--- src/rtl/pwm_duty_capture_if.sv ---
// Signal bundle between the PWM duty capture block and its consumer.
// The consumer (master) drives the raw PWM line and observes the measurement results.
interface pwm_duty_capture_if #(
    parameter int CNT_W = 16
) ();
    logic             pwm_in;
    logic [CNT_W-1:0] high_cnt;
    logic [CNT_W-1:0] period_cnt;
    logic [3:0]       duty_tenths;
    logic             meas_valid;
    logic             active;
    logic             signal_lost;
    logic             overrun;

    modport master (
        output pwm_in,
        input  high_cnt, period_cnt, duty_tenths, meas_valid, active, signal_lost, overrun
    );

    modport slave (
        input  pwm_in,
        output high_cnt, period_cnt, duty_tenths, meas_valid, active, signal_lost, overrun
    );
endinterface

--- src/rtl/pwm_duty_capture.sv ---
// Measures high time and period of an external PWM waveform and reports duty in tenths
// through a 4-step restoring divider; flags lost/stuck signals and dropped captures.
module pwm_duty_capture #(
    parameter int CNT_W       = 16,
    parameter int SYNC_STAGES = 2,
    parameter int TIMEOUT     = 1000
) (
    input  logic               clk,
    input  logic               rst_n,
    pwm_duty_capture_if.slave  bus
);
    localparam logic [1:0] ST_WAIT = 2'd0;
    localparam logic [1:0] ST_HIGH = 2'd1;
    localparam logic [1:0] ST_LOW  = 2'd2;
    localparam int NW = CNT_W + 4;
    localparam logic [CNT_W-1:0] ONE_C     = CNT_W'(1);
    localparam logic [CNT_W-1:0] TIMEOUT_C = CNT_W'(TIMEOUT);

    // One restoring-division step: returns {quotient bit, remainder}.
    function automatic logic [NW:0] div_step(input logic [NW-1:0] n,
                                             input logic [CNT_W-1:0] d,
                                             input logic [1:0] i);
        logic [NW-1:0] ds;
        ds = NW'(d) << i;
        if (n >= ds) begin
            div_step = {1'b1, n - ds};
        end else begin
            div_step = {1'b0, n};
        end
    endfunction

    logic [SYNC_STAGES-1:0] sync_r;
    logic                   s_d_r;
    logic                   s_s, rise_s, fall_s;
    logic [1:0]             state_r, state_nx_s;
    logic [CNT_W-1:0]       per_ctr_r, per_nx_s, hi_ctr_r, hi_nx_s, hi_latch_r, latch_nx_s;
    logic                   capture_s, timeout_s;
    logic                   busy_r;
    logic [1:0]             div_step_r;
    logic [NW-1:0]          div_n_r;
    logic [CNT_W-1:0]       div_d_r, res_high_r;
    logic [3:0]             div_q_r;
    logic [NW:0]            step_res_s;
    logic [CNT_W-1:0]       high_cnt_r, period_cnt_r;
    logic [3:0]             duty_r;
    logic                   valid_r, active_r, lost_r, overrun_r;

    assign s_s        = sync_r[SYNC_STAGES-1];
    assign rise_s     = s_s & ~s_d_r;
    assign fall_s     = ~s_s & s_d_r;
    assign step_res_s = div_step(div_n_r, div_d_r, div_step_r);

    // Input synchronizer and one-cycle delayed copy for edge detection.
    always_ff @(posedge clk or negedge rst_n) begin
        if (!rst_n) begin
            sync_r <= '0;
            s_d_r  <= 1'b0;
        end else begin
            sync_r <= {sync_r[SYNC_STAGES-2:0], bus.pwm_in};
            s_d_r  <= s_s;
        end
    end

    // Next-state and counter logic; periods chain rise to rise with no gap.
    always_comb begin
        state_nx_s = state_r;
        per_nx_s   = per_ctr_r;
        hi_nx_s    = hi_ctr_r;
        latch_nx_s = hi_latch_r;
        capture_s  = 1'b0;
        timeout_s  = 1'b0;
        case (state_r)
            ST_WAIT: begin
                if (rise_s) begin
                    state_nx_s = ST_HIGH;
                    per_nx_s   = ONE_C;
                    hi_nx_s    = ONE_C;
                end else begin
                    state_nx_s = ST_WAIT;
                end
            end
            ST_HIGH: begin
                if (fall_s) begin
                    state_nx_s = ST_LOW;
                    latch_nx_s = hi_ctr_r;
                    per_nx_s   = per_ctr_r + ONE_C;
                end else if (per_ctr_r >= TIMEOUT_C) begin
                    state_nx_s = ST_WAIT;
                    timeout_s  = 1'b1;
                end else begin
                    per_nx_s   = per_ctr_r + ONE_C;
                    hi_nx_s    = hi_ctr_r + ONE_C;
                end
            end
            ST_LOW: begin
                if (rise_s) begin
                    state_nx_s = ST_HIGH;
                    capture_s  = 1'b1;
                    per_nx_s   = ONE_C;
                    hi_nx_s    = ONE_C;
                end else if (per_ctr_r >= TIMEOUT_C) begin
                    state_nx_s = ST_WAIT;
                    timeout_s  = 1'b1;
                end else begin
                    per_nx_s   = per_ctr_r + ONE_C;
                end
            end
            default: begin
                state_nx_s = ST_WAIT;
            end
        endcase
    end

    // FSM state and measurement counters.
    always_ff @(posedge clk or negedge rst_n) begin
        if (!rst_n) begin
            state_r    <= ST_WAIT;
            per_ctr_r  <= '0;
            hi_ctr_r   <= '0;
            hi_latch_r <= '0;
            active_r   <= 1'b0;
        end else begin
            state_r    <= state_nx_s;
            per_ctr_r  <= per_nx_s;
            hi_ctr_r   <= hi_nx_s;
            hi_latch_r <= latch_nx_s;
            active_r   <= (state_nx_s == ST_HIGH) || (state_nx_s == ST_LOW);
        end
    end

    // Divider sequencing and registered result outputs; a timeout pre-empts any division.
    always_ff @(posedge clk or negedge rst_n) begin
        if (!rst_n) begin
            busy_r       <= 1'b0;
            div_step_r   <= 2'd0;
            div_n_r      <= '0;
            div_d_r      <= '0;
            div_q_r      <= 4'd0;
            res_high_r   <= '0;
            high_cnt_r   <= '0;
            period_cnt_r <= '0;
            duty_r       <= 4'd0;
            valid_r      <= 1'b0;
            lost_r       <= 1'b0;
            overrun_r    <= 1'b0;
        end else if (timeout_s) begin
            busy_r       <= 1'b0;
            high_cnt_r   <= '0;
            period_cnt_r <= '0;
            duty_r       <= s_s ? 4'd10 : 4'd0;
            valid_r      <= 1'b1;
            lost_r       <= 1'b1;
        end else begin
            valid_r <= 1'b0;
            if (busy_r) begin
                div_n_r             <= step_res_s[NW-1:0];
                div_q_r[div_step_r] <= step_res_s[NW];
                if (div_step_r == 2'd0) begin
                    busy_r       <= 1'b0;
                    high_cnt_r   <= res_high_r;
                    period_cnt_r <= div_d_r;
                    duty_r       <= {div_q_r[3:1], step_res_s[NW]};
                    valid_r      <= 1'b1;
                    lost_r       <= 1'b0;
                end else begin
                    div_step_r <= div_step_r - 2'd1;
                end
                if (capture_s) begin
                    overrun_r <= 1'b1;
                end else begin
                    overrun_r <= overrun_r;
                end
            end else if (capture_s) begin
                busy_r     <= 1'b1;
                div_step_r <= 2'd3;
                div_n_r    <= (NW'(hi_latch_r) << 3) + (NW'(hi_latch_r) << 1);
                div_d_r    <= per_ctr_r;
                div_q_r    <= 4'd0;
                res_high_r <= hi_latch_r;
            end else begin
                busy_r <= 1'b0;
            end
        end
    end

    assign bus.high_cnt    = high_cnt_r;
    assign bus.period_cnt  = period_cnt_r;
    assign bus.duty_tenths = duty_r;
    assign bus.meas_valid  = valid_r;
    assign bus.active      = active_r;
    assign bus.signal_lost = lost_r;
    assign bus.overrun     = overrun_r;
endmodule

--- src/flat_wrapper.sv ---
// flat-port wrapper written by rule: the top's interface ports become plain ports
module pwm_duty_capture_flat 
#(
    parameter int CNT_W       = 16,
    parameter int SYNC_STAGES = 2,
    parameter int TIMEOUT     = 1000
)
  (clk, rst_n, bus_pwm_in, bus_high_cnt, bus_period_cnt, bus_duty_tenths, bus_meas_valid, bus_active, bus_signal_lost, bus_overrun);
  pwm_duty_capture_if #(.CNT_W(CNT_W)) bus_i ();
  input  logic clk;
  input  logic rst_n;
  input wire logic [$bits(bus_i.pwm_in)-1:0] bus_pwm_in;
  output wire logic [$bits(bus_i.high_cnt)-1:0] bus_high_cnt;
  output wire logic [$bits(bus_i.period_cnt)-1:0] bus_period_cnt;
  output wire logic [$bits(bus_i.duty_tenths)-1:0] bus_duty_tenths;
  output wire logic [$bits(bus_i.meas_valid)-1:0] bus_meas_valid;
  output wire logic [$bits(bus_i.active)-1:0] bus_active;
  output wire logic [$bits(bus_i.signal_lost)-1:0] bus_signal_lost;
  output wire logic [$bits(bus_i.overrun)-1:0] bus_overrun;
  assign bus_i.pwm_in = bus_pwm_in;
  assign bus_high_cnt = bus_i.high_cnt;
  assign bus_period_cnt = bus_i.period_cnt;
  assign bus_duty_tenths = bus_i.duty_tenths;
  assign bus_meas_valid = bus_i.meas_valid;
  assign bus_active = bus_i.active;
  assign bus_signal_lost = bus_i.signal_lost;
  assign bus_overrun = bus_i.overrun;
  pwm_duty_capture #(.CNT_W(CNT_W), .SYNC_STAGES(SYNC_STAGES), .TIMEOUT(TIMEOUT)) u_core (.clk(clk), .rst_n(rst_n), .bus(bus_i));
endmodule
--- config.mk ---
export PLATFORM = sky130hd
export DESIGN_NAME = pwm_duty_capture_flat
export DESIGN_NICKNAME = d
export VERILOG_FILES = /design/src/rtl/pwm_duty_capture_if.sv /design/src/rtl/pwm_duty_capture.sv /design/src/flat_wrapper.sv
export SDC_FILE = /design/constraint.sdc
export NUM_CORES = 1
export LEC_CHECK = 0
export CAP_MARGIN = 20
export CELL_PAD_IN_SITES_DETAIL_PLACEMENT = 1
export CELL_PAD_IN_SITES_GLOBAL_PLACEMENT = 2
export CORE_MARGIN = 2
export CORE_UTILIZATION = 41
export CTS_CLUSTER_SIZE = 40
export DETAILED_ROUTE_END_ITERATION = 8
export HOLD_SLACK_MARGIN = 0.12
export PLACE_DENSITY_LB_ADDON = 0.1
export SYNTH_ARGS = -nofsm -noshare
export SYNTH_HDL_FRONTEND = slang
export SYNTH_SLANG_ARGS = --single-unit
--- constraint.sdc ---
create_clock -name clk -period 12.34 [get_ports clk]
set_input_delay 3.085 -clock clk [delete_from_list [all_inputs] [get_ports clk]]
set_output_delay 3.085 -clock clk [all_outputs]
set_load 0.1 [all_outputs]
# Word-level counts from Yosys, hierarchy flattened
# Cells that the tools add are included.
# W data, S select, Z words.
# op_classes
n_shift	1
n_bitwise	6
add_sub_neg	5
reduce_logical	19
mux	50
eq_ne	10
n_lt_le_gt_ge	4
# ops
operator	n
$mux W16	12
$pmux W16 S3	1
$mux W20	2
$add A16 B1 Y16 const B	2
$pmux W16 S2	1
$mux W4	6
$mux W21	1
$add A19 B17 Y20	1
$ge A20 B20 Y1	1
$shl A16 B2 Y20	1
$sub A20 B20 Y20	1
$mux W1	17
$ge A16 B10 Y1 const B	1
$mux W2	6
$reduce_and A3 Y1	4
$ne A2 B2 Y1 const B	4
$reduce_and A2 Y1	4
$reduce_bool A2 Y1	4
$pmux W2 S3	1
$bwmux W4	1
$eq A2 B1 Y1 const B	2
$eq A2 B2 Y1 const B	2
$logic_not A2 Y1	2
$ne A2 B1 Y1 const B	2
12 further kinds	16
# totals
output_inout_bits	40
register_bits	152

# Depth between registers and ports, before layout
# Gate-level depths: netlist of the first run.
# depth
ltp_word	7
mapped_depth	17
mapped_depth_nobuf	13

# Least setup slack after synthesis of the first run
# No wires, ideal clock.
# synth_timing
path_type	reg-to-output
from	register u_core.overrun_r, in the netlist u_core.bus.overrun
to	output port bus_overrun
path_stages_with_launch	1
path_buffers	0
slack_ns	8.356
t_arrival_ns	0.899
cell_sequence	dfrtp_1
# synth_rtl
element	line_no	source
from (decl)	pwm_duty_capture.sv:46	logic valid_r, active_r, lost_r, overrun_r;
from (signal assigned)	pwm_duty_capture.sv:171	overrun_r <= overrun_r;
to (decl)	flat_wrapper.sv:19	output wire logic [$bits(bus_i.overrun)-1:0] bus_overrun;
# No word-level cell between the ends.

# Final worst setup path of the first run
# layout_timing
from	register u_core.high_cnt_r[1], in the netlist u_core.bus.high_cnt[1]
to	output port bus_high_cnt[1]
# layout_rtl
element	line_no	source
from (decl)	pwm_duty_capture.sv:44	logic [CNT_W-1:0] high_cnt_r, period_cnt_r;
from (signal assigned)	pwm_duty_capture.sv:160	high_cnt_r <= res_high_r;
to (decl)	flat_wrapper.sv:13	output wire logic [$bits(bus_i.high_cnt)-1:0] bus_high_cnt;
# No word-level cell between the ends.

==> metrics.txt, run 1 <==
result of the run finished clean; leak pwr 4.46 nW; first-pass GRT wire length 40.2 mm; measured slew at the worst slew-check pin a little under 1 ns; Yosys cell types 65; Layout Utilization 48.2%; Reg clk slew, reported paths 0.07 ns; Levels on crit path 1; post-synthesis sequential area ratio between 40% and 50%; clk_skew 0.0102 ns; R2R Path Start u_core.div_step_r[1]; YS warnings 0; ratio of final minimum period to clock period 40.6%; FF-to-FF setup slack 7.89 ns; origin of the worst setup path u_core.bus.high_cnt[1]; number of synthesized flops with an enable pin 0; Final Cell Area 9840 um2; Cells after Synth roughly 960; PwrDens 201 nW/um2; worst r2r path cells 12; Slew headroom about a third; Worst Setup Start Kind register; critical path type register to output port; CP Cell Sequence clkdlybuf4s50_1; largest net degree at the start of global routing 102; GP Congestion approximately 0.83; Bufs on Longest Clock Path 2; register bit total from synthesis 151; total gr overflow 0; layout cells sized above 1 9.11%; setup bufs post-CTS 0; Area growth syn-to-layout 14.5%; initial drt markers 372; Skew-Pair Late Insertion Delay 0.43 ns; CTS tree built; IO Pins 43; hold buffer count at cts 0; final setup vio count 0; maximum clock rate 0.200 GHz; Worst path max stage delay ~1.1 ns; GRT Overall Usage 23.2%; hold crit path type register to register; Worst Path Arrival 1.93 ns; clk root buf clkbuf_16; Starting Density between 40% and 50%; final setup TNS 0 ns; fillers 2,439; Inserted Clock Buffers 17; most frequent cells in the layout nand2_1 (213), dfrtp_1 (151), a21oi_1 (95), o21ai_0 (64), nor2_1 (51); Pwr Total just under 2 mW; Die Area 22,100 um2; initial antenna violation count 0; DRC violations left 0; syn avg cell area 8.98 um2; max-slew violation count 0; wire per inst roughly 19 um; CP max FO 2; Post-DP Area 9280 um2; critical path required time 9.26 ns; Synth Net Count between 1k and 1.5k; final wirelength 23.9 mm; Clock Sinks 151; cts repair resizes 0; CP delay by family, top buffers and inverters; CORE AREA 20,400 um2; Die Ht 149 um; number of diodes 0; Synth Flop Type dfrtp_1; Peak VDD IR 109 uV; most common library cell in the layout ignoring fill and taps nand2_1; htree depth 4; RSZ-0062 raised after global routing no; Worst Setup EP bus_high_cnt[1]; antenna-violating nets left 0; Final Hold Vio Count 0; hold depth 0; asr flop ratio synth 100%; terminus of the critical flop-to-flop path u_core.div_n_r[19]; vias in the first global route between 7k and 8k; via density per instance 5.59; post-layout min period 5.01 ns; drt pass-1 iters 4; Vias 7,096; max cap viols 0; Layout Nets 1,035; FP Rows 52; Buf/Inv on CP 1; slowest CP cell clkdlybuf4s50_1; Cell Area, Synth around 8600 um2; die width 149 um; Port-buffer cells 42; Critical Path End Type output port; DP Wirelength between 15 and 20 mm
per-stage QoR:
step	hold slack (ns)	setup slack (ns)	std cells
2_1_floorplan	0.331	8.36	957
6_report	0.358	7.33	1269
4_1_cts	0.365	7.31	1269
3_5_place_dp	0.350	7.75	1237
5_1_grt	0.367	7.27	1269
3_3_place_gp	0.334	7.79	1237
how the worst min path moves through the flow:
| stage | startpoint | to | slack (ns) |
|---|---|---|---|
| final | u_core.sync_r[0] | u_core.sync_r[1] | 0.36 |
| after global routing | u_core.sync_r[0] | u_core.sync_r[1] | 0.37 |
| after CTS | u_core.sync_r[0] | u_core.sync_r[1] | 0.37 |
| after detailed placement | u_core.sync_r[0] | u_core.sync_r[1] | 0.35 |
| after global placement | u_core.sync_r[0] | u_core.sync_r[1] | 0.33 |
| after floorplan | u_core.sync_r[0] | u_core.sync_r[1] | 0.33 |
power by group:
part / leakage [nW] / total [mW] / switching (mW) / internal [mW]
Sequential: 2.04 / 0.631 / 0.0747 / 0.556
Clock: 0.272 / 0.497 / 0.229 / 0.268
Combinational: 2.15 / 0.850 / 0.537 / 0.313
flip-flops by register name, summed over array words and instances (netlist names), 2 cells and up:
signal,flops
u_core.bus.period_cnt,16
u_core.div_n_r,20
u_core.sync_r,2
u_core.per_ctr_r,16
u_core.state_r,2
u_core.bus.duty_tenths,4
u_core.res_high_r,16
u_core.div_q_r,3
u_core.div_d_r,16
u_core.bus.high_cnt,16
u_core.div_step_r,2
u_core.hi_ctr_r,16
u_core.hi_latch_r,16
kinds of logic (layout without fill, tap and decap cells):
logic type	count (synthesis)	after routing	share of synthesized area [%]
AO/OA/AOI/OAI	249	249	17.7
XOR/XNOR	32	32	3.26
adder cells (fa/ha/maj)	46	46	6.87
buffers and inverters	78	120	3.45
flip-flops	151	151	44.0
multiplexers	38	38	5.88
AND/OR/NAND/NOR	363	363	18.9
area by class of cell:
cell class | count | area, um2 | share of cell area (%)
inverters | 35 | 131 | 1.34
clock buffers | 18 | 439 | 4.46
multi-input cells | 728 | 4530 | 46.0
flip-flops and latches | 151 | 3780 | 38.4
clock inverters | 14 | 119 | 1.21
repair buffers | 53 | 504 | 5.12
well taps | 270 | 338 | 3.43
cell usage after synthesis (3+ instances only):
library cell  instances  share of area, %
o21ai_0              64               3.7
nor2_1               52               2.3
o211ai_1              4              0.35
o22ai_1              18               1.3
and3_1               16               1.2
clkbuf_1             38               1.7
o2111ai_1             3              0.31
nand2_1             213               9.3
o31ai_1               6              0.52
a21oi_1              95               5.5
xnor2_1              21               2.1
xor2_1               11               1.1
nand2b_1              7              0.51
or3_2                 3              0.26
mux4_2                8               2.1
inv_1                34               1.5
mux2_2               20               2.6
o21a_1                8              0.70
nand4_1               9              0.66
a31oi_1               5              0.36
a221o_1               3              0.35
or3_1                 6              0.44
a21o_1                8              0.70
nand3_1              19               1.1
dfrtp_1             151                44
nor3_1                9              0.52
a211oi_1              5              0.44
nor4_1                3              0.22
mux2i_1              10               1.2
ha_1                 44               6.4
nor2b_1               7              0.51
o21bai_1              5              0.44
buf_2                 3              0.17
or2_2                 5              0.36
routing by layer:
| layer | wire (um) | vias up | track usage, % |
|---|---|---|---|
| met1 | 11900 | 3511 | 34.1 |
| met2 | 10700 | 117 | 35.9 |
| li1 | - | 3439 | - |
| met4 | 413 | 0 | 6.71 |
| met3 | 848 | 29 | 3.21 |
| met5 | 0 | - | 0 |
Power figures use the tool's default switching activity.
==> run 2, diff against run 1 <==
Settings changed: CORE_UTILIZATION 41 to 38.
Clock period 12.34 ns to 5.2 ns, I/O delays scaled along.
==> run 2 against run 1 <==
Net effect: non-clock buffer count increased by 2; sequential power increased by 140%; flip-flop and latch count unchanged; register-to-register slack got worse by 6.8 ns; critical path depth increased by 11.
==> metrics.txt, run 2 (synthesized netlist as in run 1, its figures left out) <==
result of the run finished clean; Slew headroom between 30% and 40%; clk_skew 0.0130 ns; IO Pins 43; Inserted Clock Buffers 17; max-slew violation count 0; Die Area between 20,000 and 25,000 um2; hold crit path type register to register; fillers 2,602; Final Hold Vio Count 0; Port-buffer cells 42; max cap viols 0; initial drt markers between 300 and 400; DRC violations left 0; largest net degree at the start of global routing 78; most frequent cells in the layout nand2_1 (213), dfrtp_1 (151), a21oi_1 (95), o21ai_0 (64), nor2_1 (51); final wirelength 25.0 mm; Pwr Total 4.77 mW; CP max FO 17; layout cells sized above 1 under 10%; slowest CP cell dfrtp_1; first-pass GRT wire length 41.3 mm; setup bufs post-CTS 0; Layout Nets 1,037; critical path required time 5.50 ns; antenna-violating nets left 0; RSZ-0062 raised after global routing no; final setup TNS 0 ns; cts repair resizes 0; Starting Density 38.3%; CTS tree built; drt pass-1 iters 4; wire per inst approximately 19 um; total gr overflow 0; final setup vio count 0; PwrDens 480 nW/um2; post-layout min period 4.14 ns; GRT Overall Usage approximately 22%; DP Wirelength between 15 and 20 mm; via density per instance between 5 and 6; Worst Setup Start Kind register; GP Congestion 0.818; Skew-Pair Late Insertion Delay between 0.4 and 0.5 ns; Vias 7,129; htree depth 4; Worst path max stage delay 0.67 ns; Peak VDD IR between 200 and 250 uV; Bufs on Longest Clock Path 2; FP Rows 55; critical path type register to register; vias in the first global route between 7k and 8k; leak pwr about 4.5 nW; initial antenna violation count 0; maximum clock rate 0.242 GHz; CP Cell Sequence clkinv_1 > and3_1 > ha_1 > fa_1 > nand2b_1 > a211oi_1 > o21ai_0 > a21oi_1 > or2_2 > o21ai_0 > o311ai_0 > o311ai_0; CORE AREA 22,400 um2; most common library cell in the layout ignoring fill and taps nand2_1; ratio of final minimum period to clock period 79.5%; clk root buf clkbuf_16; Die Ht 154 um; Critical Path End Type register; hold buffer count at cts 0; Worst Path Arrival 4.43 ns; Clock Sinks around 150; number of diodes 0; measured slew at the worst slew-check pin around 1 ns; die width 154 um; Reg clk slew, reported paths roughly 0.07 ns; Area growth syn-to-layout 15.5%; Top reg by flops u_core.div_n_r; max reg flops 20
run 2: layer usage:
| layer | vias up | share of wire (%) | global-route usage [%] |
|---|---|---|---|
| li1 | 3433 | - | - |
| met1 | 3590 | 51 | 31.6 |
| met2 | 86 | 46 | 35.6 |
| met3 | 20 | 2.5 | 3.59 |
| met4 | 0 | 0.90 | 4.81 |
| met5 | - | 0 | 0 |
run 2: area by class of cell:
class / instances / area, um2 / area share (%)
flip-flops and latches: 151 / 3780 / 38.1
inverters: 35 / 131 / 1.32
well taps: 285 / 357 / 3.59
clock inverters: 14 / 156 / 1.58
repair buffers: 55 / 532 / 5.36
multi-input cells: 728 / 4530 / 45.7
clock buffers: 18 / 439 / 4.43
run 2: path summary, 6_finish.rpt:
path | startpoint | end | slack (ns) | cells past startpoint
max | u_core.div_step_r[0] | u_core.div_n_r[19] | 1.06 | 12
max in group asynchronous | rst_n | u_core.res_high_r[3] | 3.48 | 2
min | u_core.sync_r[0] | u_core.sync_r[1] | 0.35 | 0
max reg2reg | u_core.div_step_r[0] | u_core.div_n_r[19] | 1.06 | 12
min reg2reg | u_core.sync_r[0] | u_core.sync_r[1] | 0.35 | 0
min in group asynchronous | rst_n | u_core.per_ctr_r[15] | 0.85 | 1
run 2: critical path: cells and delay by family, from the launching register on:
family                     cells  cell delay [ns]
AOI/OAI and AO/OA              6             1.56
adders and majority gates      2             0.61
buffers and inverters          1             0.38
DFF                            1             0.67
and+or+nand+nor                3             0.78
run 2: report_power, final:
part           internal (mW)  switching (mW)  total [mW]
Clock                  0.658           0.602        1.26
Sequential              1.32           0.186        1.50
Combinational          0.750            1.25        2.00
run 2: stage by stage:
| stage | hold slack, ns | utilization, % | worst slack [ns] | instances | area [um2] |
|---|---|---|---|---|---|
| floorplan | 0.331 | - | 1.33 | 957 | 8590 |
| global placement | 0.333 | 41.6 | 1.15 | 1254 | 9330 |
| detailed placement | 0.344 | 41.6 | 1.09 | 1254 | 9330 |
| CTS | 0.360 | 44.2 | 1.07 | 1286 | 9920 |
| global route | 0.368 | 44.2 | 0.691 | 1286 | 9920 |
| finish | 0.354 | 44.2 | 1.06 | 1286 | 9920 |
==> run 3, diff against run 2 <==
Settings changed: CORE_UTILIZATION 38 to 35.
Clock period 5.2 ns to 3.5 ns, I/O delays scaled along.
==> run 3 against run 2 <==
Net effect: critical path depth fell by 1; count of clock-buffer cells in the layout fell by 1; sequential share of layout area shrank 0.82 points; worst hold slack got worse by 0.0027 ns; highest routed layer unchanged.
==> metrics.txt, run 3 (synthesized netlist as in run 1, its figures left out) <==
via density per instance 5.31; Inserted Clock Buffers 17; antenna-violating nets left 0; Port-buffer cells between 40 and 50; Worst Setup Start Kind register; Worst Path Arrival between 3 and 4 ns; Vias 7,175; initial antenna violation count 0; max cap viols 0; hold crit path type register to register; maximum clock rate 0.299 GHz; final setup vio count 0; measured slew at the worst slew-check pin 0.846 ns; FP Rows 57; final wirelength 25.7 mm; largest net degree at the start of global routing 58; Area growth syn-to-layout 18.1%; htree depth 4; critical path type register to register; max-slew violation count 0; Reg clk slew, reported paths around 0.080 ns; drt pass-1 iters 5; critical path required time 3.80 ns; most frequent cells in the layout nand2_1 (212), dfrtp_1 (149), a21oi_1 (94), buf_4 (75), o21ai_0 (62); Critical Path End Type register; die width 161 um; CORE AREA 24,200 um2; total gr overflow 0; leak pwr 4.72 nW; Bufs on Longest Clock Path 2; PwrDens 734 nW/um2; Die Ht 161 um; first-pass GRT wire length approximately 43 mm; Pwr Total ~7.4 mW; Post-Layout Cell Count around 1.4k; Skew-Pair Late Insertion Delay around 0.44 ns; clk_skew 0.0185 ns; setup bufs post-CTS 0; CTS tree built; max reg flops 20; IO Pins 43; Peak VDD IR about 390 uV; number of diodes 0; GP Congestion 0.863; layout cells sized above 1 16.3%; DP Wirelength 19.1 mm; final hold slack around 0.35 ns; vias in the first global route 7,660; Die Area 25,800 um2; clk root buf clkbuf_16; post-layout min period 3.35 ns; fillers 2,809; Clock Sinks 151; ratio of final minimum period to clock period 95.7%; hold buffer count at cts 0; Top reg by flops u_core.div_n_r; # placed instances 1,318; Starting Density between 30% and 40%; CP max FO 8; initial drt markers ~320; most common library cell in the layout ignoring fill and taps nand2_1; RSZ-0062 raised after global routing yes; GRT Overall Usage 21.1%; DRC violations left 0; Layout Nets 1,062; wire per inst 19.1 um; Final Hold Vio Count 0; Slew headroom 43.6%; result of the run finished clean
-- run 3: cell types whose count changed in the layout (fill, tap and decap cells not counted), moves of 2 or more --
cell / change
buf_4: +63
o21ai_0: -2
dfrtp_1: -2
dfrtp_2: +2
clkdlybuf4s50_1: -40
o21ai_1: +2
-- run 3: power by group --
part	switching (mW)	total [mW]	internal (mW)
clock network	0.925	1.97	1.04
registers	0.233	2.20	1.96
logic	1.99	3.29	1.29
total	3.15	7.45	4.29
-- run 3: per-layer routing --
metal | share of wire (%) | global-route usage [%]
met5 | 0 | 0
met4 | 0.82 | 4.46
met3 | 2.1 | 3.15
met2 | 48 | 34.5
met1 | 50 | 29.9
-- run 3: layout make-up --
cell class / count / area [um2] / share of cell area [%]
well taps: 324 / 405 / 3.99
repair buffers: 80 / 636 / 6.26
flip-flops and latches: 151 / 3780 / 37.3
inverters: 35 / 131 / 1.29
clock buffers: 17 / 425 / 4.19
clock inverters: 15 / 200 / 1.97
multi-input cells: 728 / 4570 / 45.0
-- run 3: what timing repair did --
item	in CTS	in global routing
setup endpoints to repair	9	22
gates resized for setup	2	10
cloned	0	0
endpoints found under the hold margin	0	0
-- run 3: final timing paths --
path | to | from | depth (start not counted) | slack [ns]
max | u_core.div_n_r[19] | u_core.div_step_r[0] | 11 | 0.15
min | u_core.sync_r[1] | u_core.sync_r[0] | 0 | 0.35
max reg2reg | u_core.div_n_r[19] | u_core.div_step_r[0] | 11 | 0.15
min reg2reg | u_core.sync_r[1] | u_core.sync_r[0] | 0 | 0.35
max in group asynchronous | u_core.hi_ctr_r[3] | rst_n | 2 | 2.31
min in group asynchronous | u_core.per_ctr_r[2] | rst_n | 1 | 0.39
-- run 3: worst max-delay path: stages, from the launching register on --
cell,delay (ns)
dfrtp_2,0.49
mux2i_1,0.14
or2_2,0.31
ha_1,0.29
nor2b_1,0.15
o2111ai_1,0.27
nand3_2,0.19
a2111oi_4,0.42
o31ai_1,0.19
a32o_1,0.30
o311ai_0,0.28
o311ai_0,0.19
-- run 3: through the flow --
| step | TNS, ns | setup WS [ns] | area [um2] | utilization [%] |
|---|---|---|---|---|
| after floorplan | 0 | 0.000191 | 8600 | - |
| after global placement | 0 | 0.0724 | 9470 | 39.2 |
| after detailed placement | 0 | 0.00141 | 9470 | 39.2 |
| after CTS | 0 | 0.00689 | 10100 | 41.8 |
| after global routing | -0.0420 | -0.0420 | 10100 | 42.0 |
| final | 0 | 0.150 | 10100 | 42.0 |
